## src/rtl/seq_normalizer.sv

```systemverilog
// seq_normalizer
//   Multi-cycle left-normalizer. It accepts one word, finds its leading-zero
//   count by binary search (one power-of-two stage per clock) and returns the
//   word shifted so that its leading one sits at the MSB.
//
// Ports
//   clk        system clock, rising edge
//   rst_n      synchronous active-low reset
//   in_valid   in_data is valid
//   in_ready   block can accept a word (IDLE only)
//   in_data    word to normalize, sampled on the accept edge only
//   out_valid  result is valid (DONE only)
//   out_ready  downstream accepts the result
//   out_data   in_data << out_shift, truncated to WIDTH
//   out_shift  leading-zero count (all ones for a zero input)
//   out_zero   input word was zero
module seq_normalizer #(
    parameter int WIDTH      = 32,
    parameter int SHIFT_BITS = $clog2(WIDTH)
) (
    input  logic                  clk,
    input  logic                  rst_n,
    input  logic                  in_valid,
    output logic                  in_ready,
    input  logic [WIDTH-1:0]      in_data,
    output logic                  out_valid,
    input  logic                  out_ready,
    output logic [WIDTH-1:0]      out_data,
    output logic [SHIFT_BITS-1:0] out_shift,
    output logic                  out_zero
);

    typedef enum logic [1:0] {IDLE, RUN, DONE} state_t;

    state_t                  state, state_nxt;
    logic [WIDTH-1:0]        work;
    logic [SHIFT_BITS-1:0]   acc;
    logic [SHIFT_BITS-1:0]   k;
    logic                    zero_q;

    logic [SHIFT_BITS:0]     step;
    logic [WIDTH-1:0]        top_mask;
    logic                    top_zero;
    logic [WIDTH-1:0]        shifted;
    logic                    accept;
    logic                    out_fire;

    // Stage datapath: test the top 2^k bits and conditionally shift by 2^k.
    always_comb begin
        step     = (SHIFT_BITS+1)'(1) << k;
        top_mask = ~({WIDTH{1'b1}} >> step);
        top_zero = ((work & top_mask) == '0);
        shifted  = top_zero ? (work << step) : work;
    end

    // Handshake strobes are decoded from the state register only, so neither
    // ready nor valid ever depends combinationally on the other side.
    always_comb begin
        in_ready  = (state == IDLE);
        out_valid = (state == DONE);
        accept    = in_valid && in_ready;
        out_fire  = out_valid && out_ready;
        state_nxt = state;
        case (state)
            IDLE:    if (accept) state_nxt = RUN;
            RUN:     if (k == '0) state_nxt = DONE;
            DONE:    if (out_fire) state_nxt = IDLE;
            default: state_nxt = IDLE;
        endcase
    end

    always_ff @(posedge clk) begin
        if (!rst_n) state <= IDLE;
        else        state <= state_nxt;
    end

    always_ff @(posedge clk) begin
        if (!rst_n) begin
            work   <= '0;
            acc    <= '0;
            k      <= '0;
            zero_q <= 1'b0;
        end else begin
            case (state)
                IDLE: begin
                    if (accept) begin
                        work   <= in_data;
                        acc    <= '0;
                        k      <= SHIFT_BITS'(SHIFT_BITS-1);
                        zero_q <= 1'b0;
                    end
                end
                RUN: begin
                    work <= shifted;
                    if (top_zero) acc <= acc | (SHIFT_BITS'(1) << k);
                    k <= k - 1'b1;
                    // After the last stage a nonzero word has its MSB set, so
                    // an all-zero register can only come from a zero input.
                    if (k == '0) zero_q <= (shifted == '0);
                end
                default: ;
            endcase
        end
    end

    assign out_data  = work;
    assign out_shift = acc;
    assign out_zero  = zero_q;

endmodule

```

## config.mk

```make
export PLATFORM = sky130hd
export DESIGN_NAME = seq_normalizer
export DESIGN_NICKNAME = d
export VERILOG_FILES = /design/src/rtl/seq_normalizer.sv
export SDC_FILE = /design/constraint.sdc
export NUM_CORES = 1
export LEC_CHECK = 0
export ABC_AREA = 1
export CORE_ASPECT_RATIO = 0.6
export CORE_UTILIZATION = 25
export DETAILED_ROUTE_END_ITERATION = 8
export GPL_ROUTABILITY_DRIVEN = 1
export PLACE_DENSITY_LB_ADDON = 0.3
export SYNTH_ARGS = -nofsm -noshare
export SYNTH_HDL_FRONTEND = slang
export SYNTH_SLANG_ARGS = --single-unit
```

## constraint.sdc

```tcl
create_clock -name clk -period 4.26 [get_ports clk]
set_input_delay 0.639 -clock clk [delete_from_list [all_inputs] [get_ports clk]]
set_output_delay 0.639 -clock clk [all_outputs]
set_load 0.1 [all_outputs]
```

Yosys cells after proc, flatten, opt, wreduce, memory -nomap -nowiden
Cells that the tools add are included.

Register bits: 45. Bits of input ports: 36. Word-level logic and storage cells: 45.

$add $sub $neg: 1. Equal/unequal tests: 6. Shift operators: 4. Muxes and demuxes: 15. Bitwise gates (word level): 3. Reductions and logical operators: 11.

Operators by type and width (count): logical NOT 32 bit (2); 2-to-1 mux 32 bit (2); case mux 32 bit (2 select lines) (1); AND 32 bit (1); NOT 32 bit (1); << shifter 32 x 6 -> 32 bit (1); right shift 32 x 6 -> 32 bit (first input constant) (1); case mux 5 bit (2 select lines) (2); 2-to-1 mux 5 bit (3); AND reduction 3 bit (3); 2-to-1 mux 2 bit (3); case mux 2 bit (3 select lines) (1); << shifter 1 x 5 -> 6 bit (first input constant) (1); logical NOT 5 bit (1); OR 5 bit (1); << shifter 1 x 5 -> 5 bit (first input constant) (1); subtractor 5 x 1 -> 5 bit (second input constant) (1); inequality test 2 x 1 -> 1 bit (second input constant) (2); inequality test 2 bit (second input constant) (2); == test 2 x 1 -> 1 bit (second input constant) (1); == test 2 bit (second input constant) (1); logical AND 1 bit (2); logical NOT 2 bit (1); 2-to-1 mux 1 bit (2); 3 further kinds (3).

Longest topological paths before layout
Gate-level depths: netlist of the first run.

Depth in word-level cells: 9. Depth in mapped cells: 19. Depth with buffers taken out: 18.

Worst setup path after synthesis of the first run
Ideal clock, no wire load.

Kind: register to register. Start: register state[0]. End: register work[11], in the netlist out_data[11]. Library setup time: 0.132 ns. Data arrival time: 2.737 ns. Required time: 4.128 ns. Path slack: 1.391 ns. Cell stages (with the launch flop): 9. Path buffers: 2. Path through: dfxtp_1 nor2_1 nand2_1 nand2_1 inv_1 clkbuf_1 clkbuf_1 nand2_1 a21oi_1.

Longest elaborated chain between the ends: 4.

Ends and longest elaborated chain: start: declaration (RTL line 35) `state_t state, state_nxt;`; start signal: assignment (RTL line 74) `else state <= state_nxt;`; logical NOT 2 bit (*) (RTL line 59) `in_ready = (state == IDLE);`; net in_ready (RTL line 24) `output logic in_ready,`; logical AND 1 bit (RTL line 61) `accept = in_valid && in_ready;`; inequality test 2 x 1 -> 1 bit (no line); AND reduction 2 bit (no line); end signal: assignment (RTL line 87) `work <= in_data;`; end signal: assignment (RTL line 94) `work <= shifted;`; end: declaration (RTL line 36) `logic [WIDTH-1:0] work;`.

The timed path passes the listed nets; every way through them passes the cells marked *. A chain may end at the register's enable or synchronous reset.

Worst setup path in the final report of the first run
Start: register k[2]. End: register zero_q, in the netlist out_zero.

Longest elaborated chain between the ends: 9.

Ends and longest elaborated chain: start: declaration (RTL line 38) `logic [SHIFT_BITS-1:0] k;`; start signal: assignment (RTL line 89) `k <= SHIFT_BITS'(SHIFT_BITS-1);`; start signal: assignment (RTL line 96) `k <= k - 1'b1;`; << shifter 1 x 5 -> 6 bit (RTL line 50) `step = (SHIFT_BITS+1)'(1) << k;`; right shift 32 x 6 -> 32 bit (RTL line 51) `top_mask = ~({WIDTH{1'b1}} >> step);`; NOT 32 bit (RTL line 51); AND 32 bit (RTL line 52) `top_zero = ((work & top_mask) == '0);`; logical NOT 32 bit (RTL line 52); 2-to-1 mux 32 bit (RTL line 53) `shifted = top_zero ? (work << step) : work;`; logical NOT 32 bit (RTL line 99) `if (k == '0) zero_q <= (shifted == '0);`; 2-to-1 mux 1 bit (RTL line 99); case mux 1 bit (2 select lines) (RTL line 84) `case (state)`; end signal: assignment (RTL line 99); end: declaration (RTL line 39) `logic zero_q;`.

Parallel ways exist; a longest one is shown, timed or not. The select of a mux whose other input is x is not followed.

==> results of run 1 <==
metal layers:
| metal | share of wire | vias up |
|---|---|---|
| li1 | - | 2854 |
| met1 | 0.51 | 2687 |
| met2 | 0.38 | 320 |
| met3 | 0.11 | 11 |
| met4 | 0.0046 | 0 |
| met5 | 0 | - |
Yosys cell counts:
master,count,area (µm²)
o22ai_1,1,6.26
buf_1,1,3.75
ha_1,2,25.0
o211ai_1,11,82.6
nor2_2,3,18.8
nor2_1,109,409
nand3b_1,2,15.0
o21ai_0,40,200
nand3_1,145,726
nand2_1,275,1030
inv_2,8,30.0
nand4_1,22,138
buf_2,20,100
a21oi_1,55,275
inv_1,51,191
nor2_4,4,45.0
a31oi_1,1,6.26
buf_6,4,45.0
buf_4,1,7.51
nand3_2,2,20.0
o21ai_1,6,30.0
nand2_2,5,31.3
or2_2,2,12.5
dfxtp_1,45,901
nor3_1,4,20.0
clkbuf_1,22,82.6
path summary, 6_finish.rpt:
kind	endpoint	slack, ns
worst min-delay path	out_shift[0]$_SDFFE_PN0P_	0.48
worst min register to register	out_shift[0]$_SDFFE_PN0P_	0.48
worst max-delay path	out_zero$_SDFFE_PN0P_	0.98
worst max register to register	out_zero$_SDFFE_PN0P_	0.98
critical path, cell delays in order, from the launching register on:
cell	delay, ns
dfxtp_1	0.36
nor2_4	0.45
nand2_1	0.17
inv_1	0.13
nand2_1	0.32
buf_4	0.36
nand3_1	0.18
nand3_1	0.14
nand3_1	0.10
nand3_1	0.09
nand2_1	0.13
nand2_1	0.09
nor2_1	0.18
nand3_1	0.11
nor2_1	0.16
nand3_1	0.10
a21oi_1	0.12
flip-flops by register name, indices dropped and copies added (netlist names):
register and cells:
k 5, state 2, out_shift 5, out_data 32, out_zero 1
stage by stage:
stage,setup WS (ns),cell area (µm²),total power (W),hold WS (ns)
2_1_floorplan,1.39,4450,0.00284,0.520
3_3_place_gp,1.06,5410,0.00371,0.457
3_5_place_dp,1.12,5410,0.00369,0.458
4_1_cts,1.08,5550,0.00410,0.476
5_1_grt,0.823,5550,0.00447,0.523
6_report,0.979,5550,0.00419,0.475
logic make-up after synthesis:
family,share of synthesized area
adders and majority gates,0.00562
DFF,0.202
buffers and inverters,0.103
AOI/OAI and AO/OA,0.135
and+or+nand+nor,0.554
final cells by class:
| class | count | area (µm²) | area share |
|---|---|---|---|
| repair buffers | 91 | 896 | 0.161 |
| flip-flops and latches | 45 | 901 | 0.162 |
| well taps | 234 | 293 | 0.0528 |
| inverters | 59 | 221 | 0.0399 |
| clock inverters | 2 | 15.0 | 0.00271 |
| clock buffers | 6 | 129 | 0.0232 |
| multi-input cells | 689 | 3100 | 0.558 |
power groups by stage:
stage	sequential, W	clock [W]	combinational, W
detailed placement	0.000641	0	0.00305
floorplan	0.00108	0	0.00176
CTS	0.000632	0.000403	0.00307
finish	0.000633	0.000402	0.00315
global placement	0.000643	0	0.00307
global route	0.000645	0.000419	0.00341
==> flow_summary.yaml, run 1 <==
outcome:
  status: "finished, final reports clean"
pwr:
  clkPwrFrac: 0.096
  p_sw_frac: 0.629
  power.net_switching_w: 0.00263
  leakage_nw: 2.50
  internal-power_w: 0.00155
  comb_power_share: 0.753
  ir_drop_mv: 0.345
  power_frac_seq: 0.151
  p_per_area_nw_per_um2: 754
drt:
  vias_per_cell: 5.21
  ant_nets: 0
  drt-total-wl_mm: 20.4
  drc_errors: 0
  drt_first_pass_iters: 7
  drtIter0Drc: 728
  vias: 5872
  avgRoutedWirePerCell_um: 18.2
critical_path:
  critPathLaunch: "k[2]$_SDFFE_PN0P_"
  worst-setup-path-type: "reg -> reg"
  crit_path_end_kind: "flop"
  cp.arrival_ns: 3.50
  crit_fanout: 20
  crit_required_ns: 4.48
  rr_worst_depth: 16
  critPathLaunchType: "flop"
  worstReg2RegStart: "k[2]$_SDFFE_PN0P_"
yosys:
  ys_seq_area_frac: 0.202
  synth_nets: 879
  synth_cells: 841
  netlist-cell-type-count: 26
  netlist_area_um2: 4450
  syn_avg_cell_area_um2: 5.30
  synth-seq-cells: 45
  yosys_warnings: 0
place:
  hpwl_mm: 15.9
  placedCellCount: 1118
  io_buffers: 75
  gp_congestion: 1.01
cts:
  cts_tree: "done"
  post_cts_buffers: 0
  numCtsBuffers: 5
  htree_levels: 2
  clk_path_buf_depth: 2
  cts-resized-gates: 0
  ctsRootBufferMaster: "clkbuf_16"
  clock_sinks: 45
  cts_hold_buf: 0
  insertion_delay_ns: 0.30
  path_clk_slew_ns: 0.07
timing:
  fin_worst_skew_ns: 0.00621
  setup_tns_ns: 0
  hold_violations: 0
  finalMaxSlewViolations: 0
  tightest_slew_ns: 0.992
  min_period_over_period: 0.770
  timing.slew.headroom: 0.337
  setup_viol: 0
  clock.fmax_mhz: 305
  rsz0062_at_grt: "no"
  fin_crit_ns: 3.28
floorplan:
  core_um2: 17300
  dieArea_um2: 18400
  die_w_um: 174
  boundaryPins: 76
  die_h_um: 105
  initial_core_util: 0.258
  rows: 37
global_routing:
  overflow: 0
  grt_pass1_wl_mm: 31.7
  met2_usage: 0.286
  grtUsageTotal: 0.222
  grt_most_used_layer: "met1"
  first_global_vias: 5319
  grt_use_met3: 0.0512
  antenna_found_initial: 0
  met1_usage: 0.365
  grt_max_degree: 38
min_path:
  min_from: "out_shift[0]$_SDFFE_PN0P_"
  hold_path.class: "reg -> reg"
  worstHoldPathCells: 2
final_layout:
  n_antenna_cell: 0
  fin_cells: 1126
  drive_above_1_share: 0.0538
  final_cell_mix: "nand2_1, nand3_1, nor2_1, clkdlybuf4s50_1, a21oi_1"
  nNetsFinal: 929
  fillers: 1959
  syn_to_final_growth_pct: 24.6
  layout_commonest_cell: "nand2_1"
  fin_util: 0.321
flow_run:
  maxCapViolCount: 0
(Power assumes the default switching activity.)
==> run 2: changes to the inputs <==
clock period = 3 ns   (was 4.26 ns; I/O delays follow)
==> run 2 against run 1 <==
  * Non-clock buffer count rose by 32
  * Largest cell class unchanged
  * Count of clock-buffer cells in the layout did not move
  * Cell count rose by 2.8%
  * Setup slack got worse by 0.82 ns
  * Via count rose by 1.8%
  * Critical path depth did not move
  * Die area did not move
==> flow_summary.yaml, run 2 (same netlist as run 1, synthesis figures left out) <==
drt:
  vias_per_cell: 5.16
  vias: 5975
  avgRoutedWirePerCell_um: 18.0
  ant_nets: 0
  drtIter0Drc: 779
  drt-total-wl_mm: 20.9
  drc_errors: 0
  drt_first_pass_iters: 5
timing:
  clock.fmax_mhz: 353
  fin_hold_ws_ns: 0.473
  rsz0062_at_grt: "no"
  finalMaxSlewViolations: 0
  timing.slew.headroom: 0.528
  fin_worst_skew_ns: 0.00477
  fin_crit_ns: 2.84
  hold_violations: 0
  tightest_slew_ns: 0.707
  setup_tns_ns: 0
  min_period_over_period: 0.946
  setup_viol: 0
min_path:
  hold_path.class: "reg -> reg"
pwr:
  total_power_w: 0.00616
  leakage_nw: 2.75
  p_per_area_nw_per_um2: 1070
  ir_drop_mv: 0.539
cts:
  htree_levels: 2
  clk_path_buf_depth: 2
  numCtsBuffers: 5
  cts_tree: "done"
  clock_sinks: 45
  insertion_delay_ns: 0.29
  path_clk_slew_ns: 0.07
  ctsRootBufferMaster: "clkbuf_16"
critical_path:
  path_delay_family: "simple AND/OR/NAND/NOR gates"
  crit_fanout: 22
  cp.arrival_ns: 3.05
  critPathMostFrequentCell: "nand2_1"
  cp_slowest_stage_delay_ns: 0.50
  cpMaxStageDelayCell: "dfxtp_1"
  cp_cell_sequence: "nor2_4 > buf_4 > nand3_2 > buf_4 > nand2_1 > o21ai_1 > nand2_1 > nand3_1 > nand4_1 > nand2_1 > nand2_1 > nor2_1 > nand3_1 > nor2_1 > nand3_1 > a21oi_1"
  critPathLaunchType: "flop"
  crit_required_ns: 3.22
  worst-setup-path-type: "reg -> reg"
  critPathBufInv: 2
  crit_path_end_kind: "flop"
place:
  hpwl_mm: 16.5
  gp_congestion: 1.03
  placedCellCount: 1145
  io_buffers: 75
global_routing:
  grtUsageTotal: 0.228
  first_global_vias: 5328
  grt_pass1_wl_mm: 32.1
  grt_max_degree: 49
  antenna_found_initial: 0
  overflow: 0
final_layout:
  nNetsFinal: 961
  n_antenna_cell: 0
  syn_to_final_growth_pct: 28.7
  drive_above_1_share: 0.133
  fin_cells: 1158
  fin_util: 0.332
  largest_register_ff_count: 32
  layout_commonest_cell: "nand2_1"
  final_cell_mix: "nand2_1, nand3_1, nor2_1, buf_4, a21oi_1"
outcome:
  status: "finished, final reports clean"
floorplan:
  initial_core_util: 0.258
  die_w_um: 174
  core_um2: 17300
  die_h_um: 105
  rows: 37
  boundaryPins: 76
  dieArea_um2: 18400
flow_run:
  maxCapViolCount: 0
run 2: changes by cell type in the layout (fill, tap and decap cells not counted), sizes merged:
cell,previous run,this run
buf,16,88
clkinv,0,2
clkinvlp,2,0
clkdlybuf4s50,75,35
run 2: layout make-up:
cell class | instances | area, µm²
fillers | 1988 | 11500
multi-input cells | 689 | 3110
repair buffers | 123 | 1060
flip-flops and latches | 45 | 901
well taps | 234 | 293
inverters | 59 | 221
clock buffers | 6 | 139
clock inverters | 2 | 13.8
run 2: tightest hold or removal path: stages, from the launching register on:
cell and delay (ns):
dfxtp_1 0.33, a21oi_1 0.04, nor2_1 0.07
run 2: final timing paths:
kind,cells past startpoint,start,endpoint,slack (ns)
max reg2reg,16,k[1]$_SDFFE_PN0P_,out_zero$_SDFFE_PN0P_,0.16
min reg2reg,2,out_shift[4]$_SDFFE_PN0P_,out_shift[4]$_SDFFE_PN0P_,0.47
max,16,k[1]$_SDFFE_PN0P_,out_zero$_SDFFE_PN0P_,0.16
min,2,out_shift[4]$_SDFFE_PN0P_,out_shift[4]$_SDFFE_PN0P_,0.47
run 2: stage by stage:
stage,area [µm²],setup slack [ns]
2_1_floorplan,4450,0.131
3_5_place_dp,5530,0.208
3_3_place_gp,5530,0.174
6_report,5730,0.163
4_1_cts,5690,0.158
5_1_grt,5730,0.0128
run 2: where the power goes:
part	leakage, nW	internal, W	total (W)	switching (W)
registers	0.370	0.000713	0.000859	0.000146
clock network	0.0768	0.000332	0.000592	0.000259
logic	2.30	0.00131	0.00471	0.00340
run 2: per-layer routing:
layer | wire (µm) | vias up | global-route usage
met5 | 0 | - | 0
met4 | 293 | 0 | 0.0439
met3 | 2390 | 16 | 0.0480
met2 | 7690 | 320 | 0.300
met1 | 10500 | 2710 | 0.366
li1 | - | 2929 | -
run 2: timing repair:
action | CTS | global route
endpoints found under the setup margin | 0 | 1
hold buffers | 0 | 0
gates resized for setup | 0 | 3
setup buffers | 0 | 5
==> RTL edit 1 (settings of run 2) <==
The parameter `WIDTH` goes from 32 to 64.
--- a/src/rtl/seq_normalizer.sv
+++ b/src/rtl/seq_normalizer.sv
@@ -16,5 +16,5 @@
 //   out_zero   input word was zero
 module seq_normalizer #(
-    parameter int WIDTH      = 32,
+    parameter int WIDTH      = 64,
     parameter int SHIFT_BITS = $clog2(WIDTH)
 ) (
Ports: changed (resized in_data, out_data and out_shift); port bits go from 76 to 141. The function was not compared with the original's and may differ.
==> RTL edit 1 against run 2 <==
The run now ends with setup timing left; highest routed layer is now met5; worst setup slack got worse by 0.29 ns; sequential cell count increased by 34; clock skew up 0.018 ns; global-route usage rose by 7.3 points; critical path depth grew 5; cell area grew to 2.7 times the old value; sequential share of layout area down 5.5 points; routed wire length increased to 3.0 times the old value; final cell count up 150%; power up 140%; area after synthesis rose by 120%.
==> RTL edit 1: results (changes against run 2) <==
=======================================================================================
Internal power ...........................................................      6.59 mW   was 2.35 mW
Number of violations reported at the end of detailed-routing iteration 0 .         2091   was 779
Leakage ..................................................................      7.60 nW   was 2.75 nW
Syn_nets .................................................................         1976   was 879
Top cells by area in the synthesized netlist ............................. sky130_fd_sc_hd__nand2_1 27%, sky130_fd_sc_hd__nand3_1 23%, sky130_fd_sc_hd__dfxtp_1 16%   was sky130_fd_sc_hd__nand2_1 23%, sky130_fd_sc_hd__dfxtp_1 20%, sky130_fd_sc_hd__nand3_1 16%
Endpoint of the worst hold-timing path ................................... out_shift[3]   was out_shift[4]
Max rail drop VDD ........................................................     0.401 mV   was 0.539 mV
Net count reported at finish .............................................         2425   was 961
Sequential area share after synthesis ....................................        16.2%   was 20.2%
Post-detailed-placement cell area ........................................    14400 um2   was 5530 um2
Count of clock buffers in the final design ...............................            9   was 6
Worst Hold Margin ........................................................     0.450 ns   was 0.473 ns
Violated checks .......................................................... setup timing
Detailed Place HPWL ......................................................     50000 um   was 16500 um
Total setup violations reported at the end of the flow ...................            1   was 0
Flip-flop count of the largest register, all copies and words added ......           64   was 32
Bufs w/o clock ...........................................................          569   was 123
Met2 Track Usage GR ......................................................        44.0%   was 30.0%
Area share of the largest cell type after synthesis ......................        27.4%   was 23.2%
Placement-stage worst setup slack ........................................    -0.371 ns   was 0.208 ns
Buffers on Ports .........................................................          140   was 75
CP peak stage delay ......................................................      0.38 ns   was 0.50 ns
Routability-driven placement congestion ratio ............................         1.07   was 1.03
Leading post-synthesis cells by instance count ........................... 714 x sky130_fd_sc_hd__nand2_1, 444 x sky130_fd_sc_hd__nand3_1, 153 x sky130_fd_sc_hd__nor2_1, 104 x sky130_fd_sc_hd__inv_1, 92 x sky130_fd_sc_hd__a21oi_1   was 275 x sky130_fd_sc_hd__nand2_1, 145 x sky130_fd_sc_hd__nand3_1, 109 x sky130_fd_sc_hd__nor2_1, 55 x sky130_fd_sc_hd__a21oi_1, 51 x sky130_fd_sc_hd__inv_1
Multi-input gate share of the layout cell area ...........................        49.3%   was 54.2%
Setup ws final ...........................................................    -0.132 ns   was 0.163 ns
Total length of routed met2 wires ........................................     26000 um   was 7690 um
Max Clock Skew ...........................................................    0.0223 ns   was 0.00477 ns
Final std cells w/o fill .................................................         2874   was 1158
Global routing met3 resource utilization .................................        4.86%   was 4.80%
TritonRoute pass-1 iters .................................................            8   was 5
Maximum number of pins on one net before global-route repair .............           70   was 49
Combinational group share of total power .................................        83.0%   was 76.4%
Arr. time, crit path .....................................................      3.43 ns   was 3.05 ns
Transition at the pin with the smallest max-transition slack .............     0.782 ns   was 0.707 ns
Placed Cells .............................................................         2838   was 1145
Highest metal layer with signal wires ....................................         met5   was met4
First-pass GRT wire length ...............................................     89500 um   was 32100 um
Post-Syn Instances .......................................................         1907   was 841
Run status ............................................................... finished with violations   was complete, no violations
=======================================================================================
-- RTL edit 1: cell types whose count changed in the layout (fill, tap and decap cells not counted), moves of 30 or more --
cell,change
sky130_fd_sc_hd__nand2_1,+416
sky130_fd_sc_hd__buf_4,+366
sky130_fd_sc_hd__nand3_1,+237
sky130_fd_sc_hd__nand3_2,+58
sky130_fd_sc_hd__inv_1,+52
sky130_fd_sc_hd__a21oi_1,+32
sky130_fd_sc_hd__clkdlybuf4s50_1,+32
sky130_fd_sc_hd__o211ai_1,+31
sky130_fd_sc_hd__nor2_1,+30
-- RTL edit 1: kinds of logic after synthesis --
group                    Yosys count
AO/OA/AOI/OAI                    194
XOR/XNOR                           1
adder cells (fa/ha/maj)            1
buffers and inverters            247
flip-flops                        79
AND/OR/NAND/NOR                 1385
-- RTL edit 1: timing repair --
item                                    4_1_cts  5_1_grt
pin swaps                                     4       38
endpoints found under the setup margin       21       26
buffers inserted                              2       12
endpoints found under the hold margin         0        0
gates cloned                                  0        6
gates resized for setup                      43      128
==> RTL edit 2 (settings of run 2) <==
Without the edit above. The 3 states of `state_t` get a one-hot encoding in 3 bits.
--- a/src/rtl/seq_normalizer.sv
+++ b/src/rtl/seq_normalizer.sv
@@ -31,5 +31,5 @@
 );
 
-    typedef enum logic [1:0] {IDLE, RUN, DONE} state_t;
+    typedef enum logic [2:0] {IDLE = 3'b001, RUN = 3'b010, DONE = 3'b100} state_t;
 
     state_t                  state, state_nxt;
Formal check against the unedited RTL: same outputs for any inputs over 10 cycles, from zero or initial values and one cycle with rst_n low; not proved beyond that.
==> RTL edit 2 against run 2 <==
Area after synthesis up 0.79%; sequential cell count grew 1; worst setup slack better by 0.039 ns; cell area is 0.72% higher; routed wire length grew 5.4%; non-clock buffer count fell by 10; first-iteration DRC count rose by 7.1%; synthesized cell count shrank 2.4%.
Power is not compared: it rests on default switching activity, and its combinational part moved more than twofold at a synthesized area within 25%.
==> RTL edit 2: results (changes against run 2) <==
=======================================================================================
Total via count in the routed design .....................................         6047   was 5975
Family of cells with the greatest summed delay on the critical path ...... simple AND/OR/NAND/NOR gates   unchanged
Via count normalized by instance count ...................................         5.33   was 5.16
Post-Syn Instances .......................................................          821   was 841
Routed wire length per instance ..........................................      19.4 um   was 18.0 um
Routability-driven placement congestion ratio ............................         1.00   was 1.03
Worst reg2reg startpoint ................................................. out_data[22]   was k[1]
First-pass GRT wire length ...............................................     33200 um   was 32100 um
Sequential area share after synthesis ....................................        20.5%   was 20.2%
Placement-stage worst setup slack ........................................     0.150 ns   was 0.208 ns
Complex-gate fraction of the synthesized area ............................        11.7%   was 13.5%
CP max-delay cell ........................................................ sky130_fd_sc_hd__dfxtp_1   unchanged
Net count reported at finish .............................................          936   was 961
Leading post-synthesis cells by instance count ........................... 250 x sky130_fd_sc_hd__nand2_1, 172 x sky130_fd_sc_hd__nand3_1, 107 x sky130_fd_sc_hd__nor2_1, 59 x sky130_fd_sc_hd__inv_1, 46 x sky130_fd_sc_hd__dfxtp_1   was 275 x sky130_fd_sc_hd__nand2_1, 145 x sky130_fd_sc_hd__nand3_1, 109 x sky130_fd_sc_hd__nor2_1, 55 x sky130_fd_sc_hd__a21oi_1, 51 x sky130_fd_sc_hd__inv_1
Detailed Place HPWL ......................................................     16800 um   was 16500 um
Number of antenna violations at the first check in global routing ........            1   was 0
Count of unique library cells instantiated by Yosys ......................           39   was 26
Syn_nets .................................................................          859   was 879
Fraction of the mapped netlist area in adder cells .......................       0.557%   was 0.562%
Maximum number of pins on one net before global-route repair .............           36   was 49
Leakage ..................................................................      2.73 nW
Source of the worst hold timing path ..................................... out_shift[3]   was out_shift[4]
GRT Overall Usage ........................................................        23.5%   was 22.8%
Count of fill cells added during filler insertion ........................         2010   was 1988
Run status ............................................................... complete, no violations   unchanged
Top cells by area in the synthesized netlist ............................. sky130_fd_sc_hd__nand2_1 21%, sky130_fd_sc_hd__dfxtp_1 21%, sky130_fd_sc_hd__nand3_1 19%   was sky130_fd_sc_hd__nand2_1 23%, sky130_fd_sc_hd__dfxtp_1 20%, sky130_fd_sc_hd__nand3_1 16%
CP peak stage delay ......................................................      0.39 ns   was 0.50 ns
Setup ws final ...........................................................     0.202 ns   was 0.163 ns
TritonRoute pass-1 iters .................................................            6   was 5
Peak fanout along the critical path ......................................           10   was 22
Placed Cells .............................................................         1120   was 1145
Transition at the pin with the smallest max-transition slack .............     0.624 ns   was 0.707 ns
Arr. time, crit path .....................................................      3.05 ns   about the same
Number of violations reported at the end of detailed-routing iteration 0 .          834   was 779
Post-Synth XOR/XNOR Area .................................................       0.195%   was 0%
Worst Hold Margin ........................................................     0.455 ns   was 0.473 ns
Number of global-route vias before repair ................................         5471   was 5328
Post-detailed-placement cell area ........................................     5510 um2   was 5530 um2
Skew-Pair Late Insertion Delay ...........................................      0.31 ns   was 0.29 ns
Share of final-layout standard cells stronger than drive strength 1 ......        13.5%   was 13.3%
Max Clock Skew ...........................................................   0.00654 ns   was 0.00477 ns
=======================================================================================
-- RTL edit 2: changes by cell type after synthesis, moves of 8 or more --
cell	run 2	this run
sky130_fd_sc_hd__inv_1	51	59
sky130_fd_sc_hd__o21ai_0	40	12
sky130_fd_sc_hd__a221oi_1	0	19
sky130_fd_sc_hd__o211ai_1	11	2
sky130_fd_sc_hd__a21oi_1	55	38
sky130_fd_sc_hd__nand3_1	145	172
sky130_fd_sc_hd__nand2_1	275	250
-- RTL edit 2: worst min-delay path by stage --
stage | end | depth (start not counted)
finish | out_shift[3] | 2
CTS | out_shift[3] | 2
global route | out_shift[0] | 2
floorplan | k[0] | 2
detailed placement | out_shift[3] | 2
global placement | out_shift[0] | 2
-- RTL edit 2: timing repair --
action,CTS,global route
setup endpoints to repair,0,1
gates resized for setup,0,6
setup buffers,0,4
-- RTL edit 2: cell type report --
class	count	area, um2	share of cell area (%)
Clock inverter	3	48.8	0.845
Antenna cell	1	2.50	0.0433
Sequential cell	46	925	16.0
Tap cell	234	293	5.07
Timing Repair Buffer	113	998	17.3
Clock buffer	5	125	2.17
Multi-Input combinational cell	659	3110	53.8
Inverter	73	277	4.79
-- RTL edit 2: stage by stage --
stage          setup TNS (ns)  power [mW]
6_report                    0        3.72
5_1_grt               -0.0106        3.92
4_1_cts                     0        3.61
3_5_place_dp                0        2.88
3_3_place_gp                0        2.91
2_1_floorplan               0        2.22
-- RTL edit 2: kinds of logic after synthesis --
| group | after synthesis |
|---|---|
| AOI/OAI and AO/OA | 85 |
| and+or+nand+nor | 570 |
| adders and majority gates | 2 |
| buffers and inverters | 117 |
| DFF | 46 |
| xor gates and xnor gates | 1 |
-- RTL edit 2: power breakdown --
group / switching (mW) / internal (mW) / total [mW]
clock: 0.320 / 0.401 / 0.721
sequential: 0.0710 / 0.663 / 0.734
combinational: 1.63 / 0.638 / 2.27
total: 2.02 / 1.70 / 3.72
-- RTL edit 2: per-layer routing --
| layer | part of all wire (%) | up-vias | track usage [%] | wire (um) |
|---|---|---|---|---|
| met5 | 0 | - | 0 | 0 |
| met4 | 0.61 | 0 | 2.80 | 134 |
| met3 | 13 | 18 | 6.93 | 2940 |
| met2 | 37 | 412 | 30.7 | 8080 |
| met1 | 49 | 2730 | 37.1 | 10800 |
| li1 | - | 2887 | - | - |
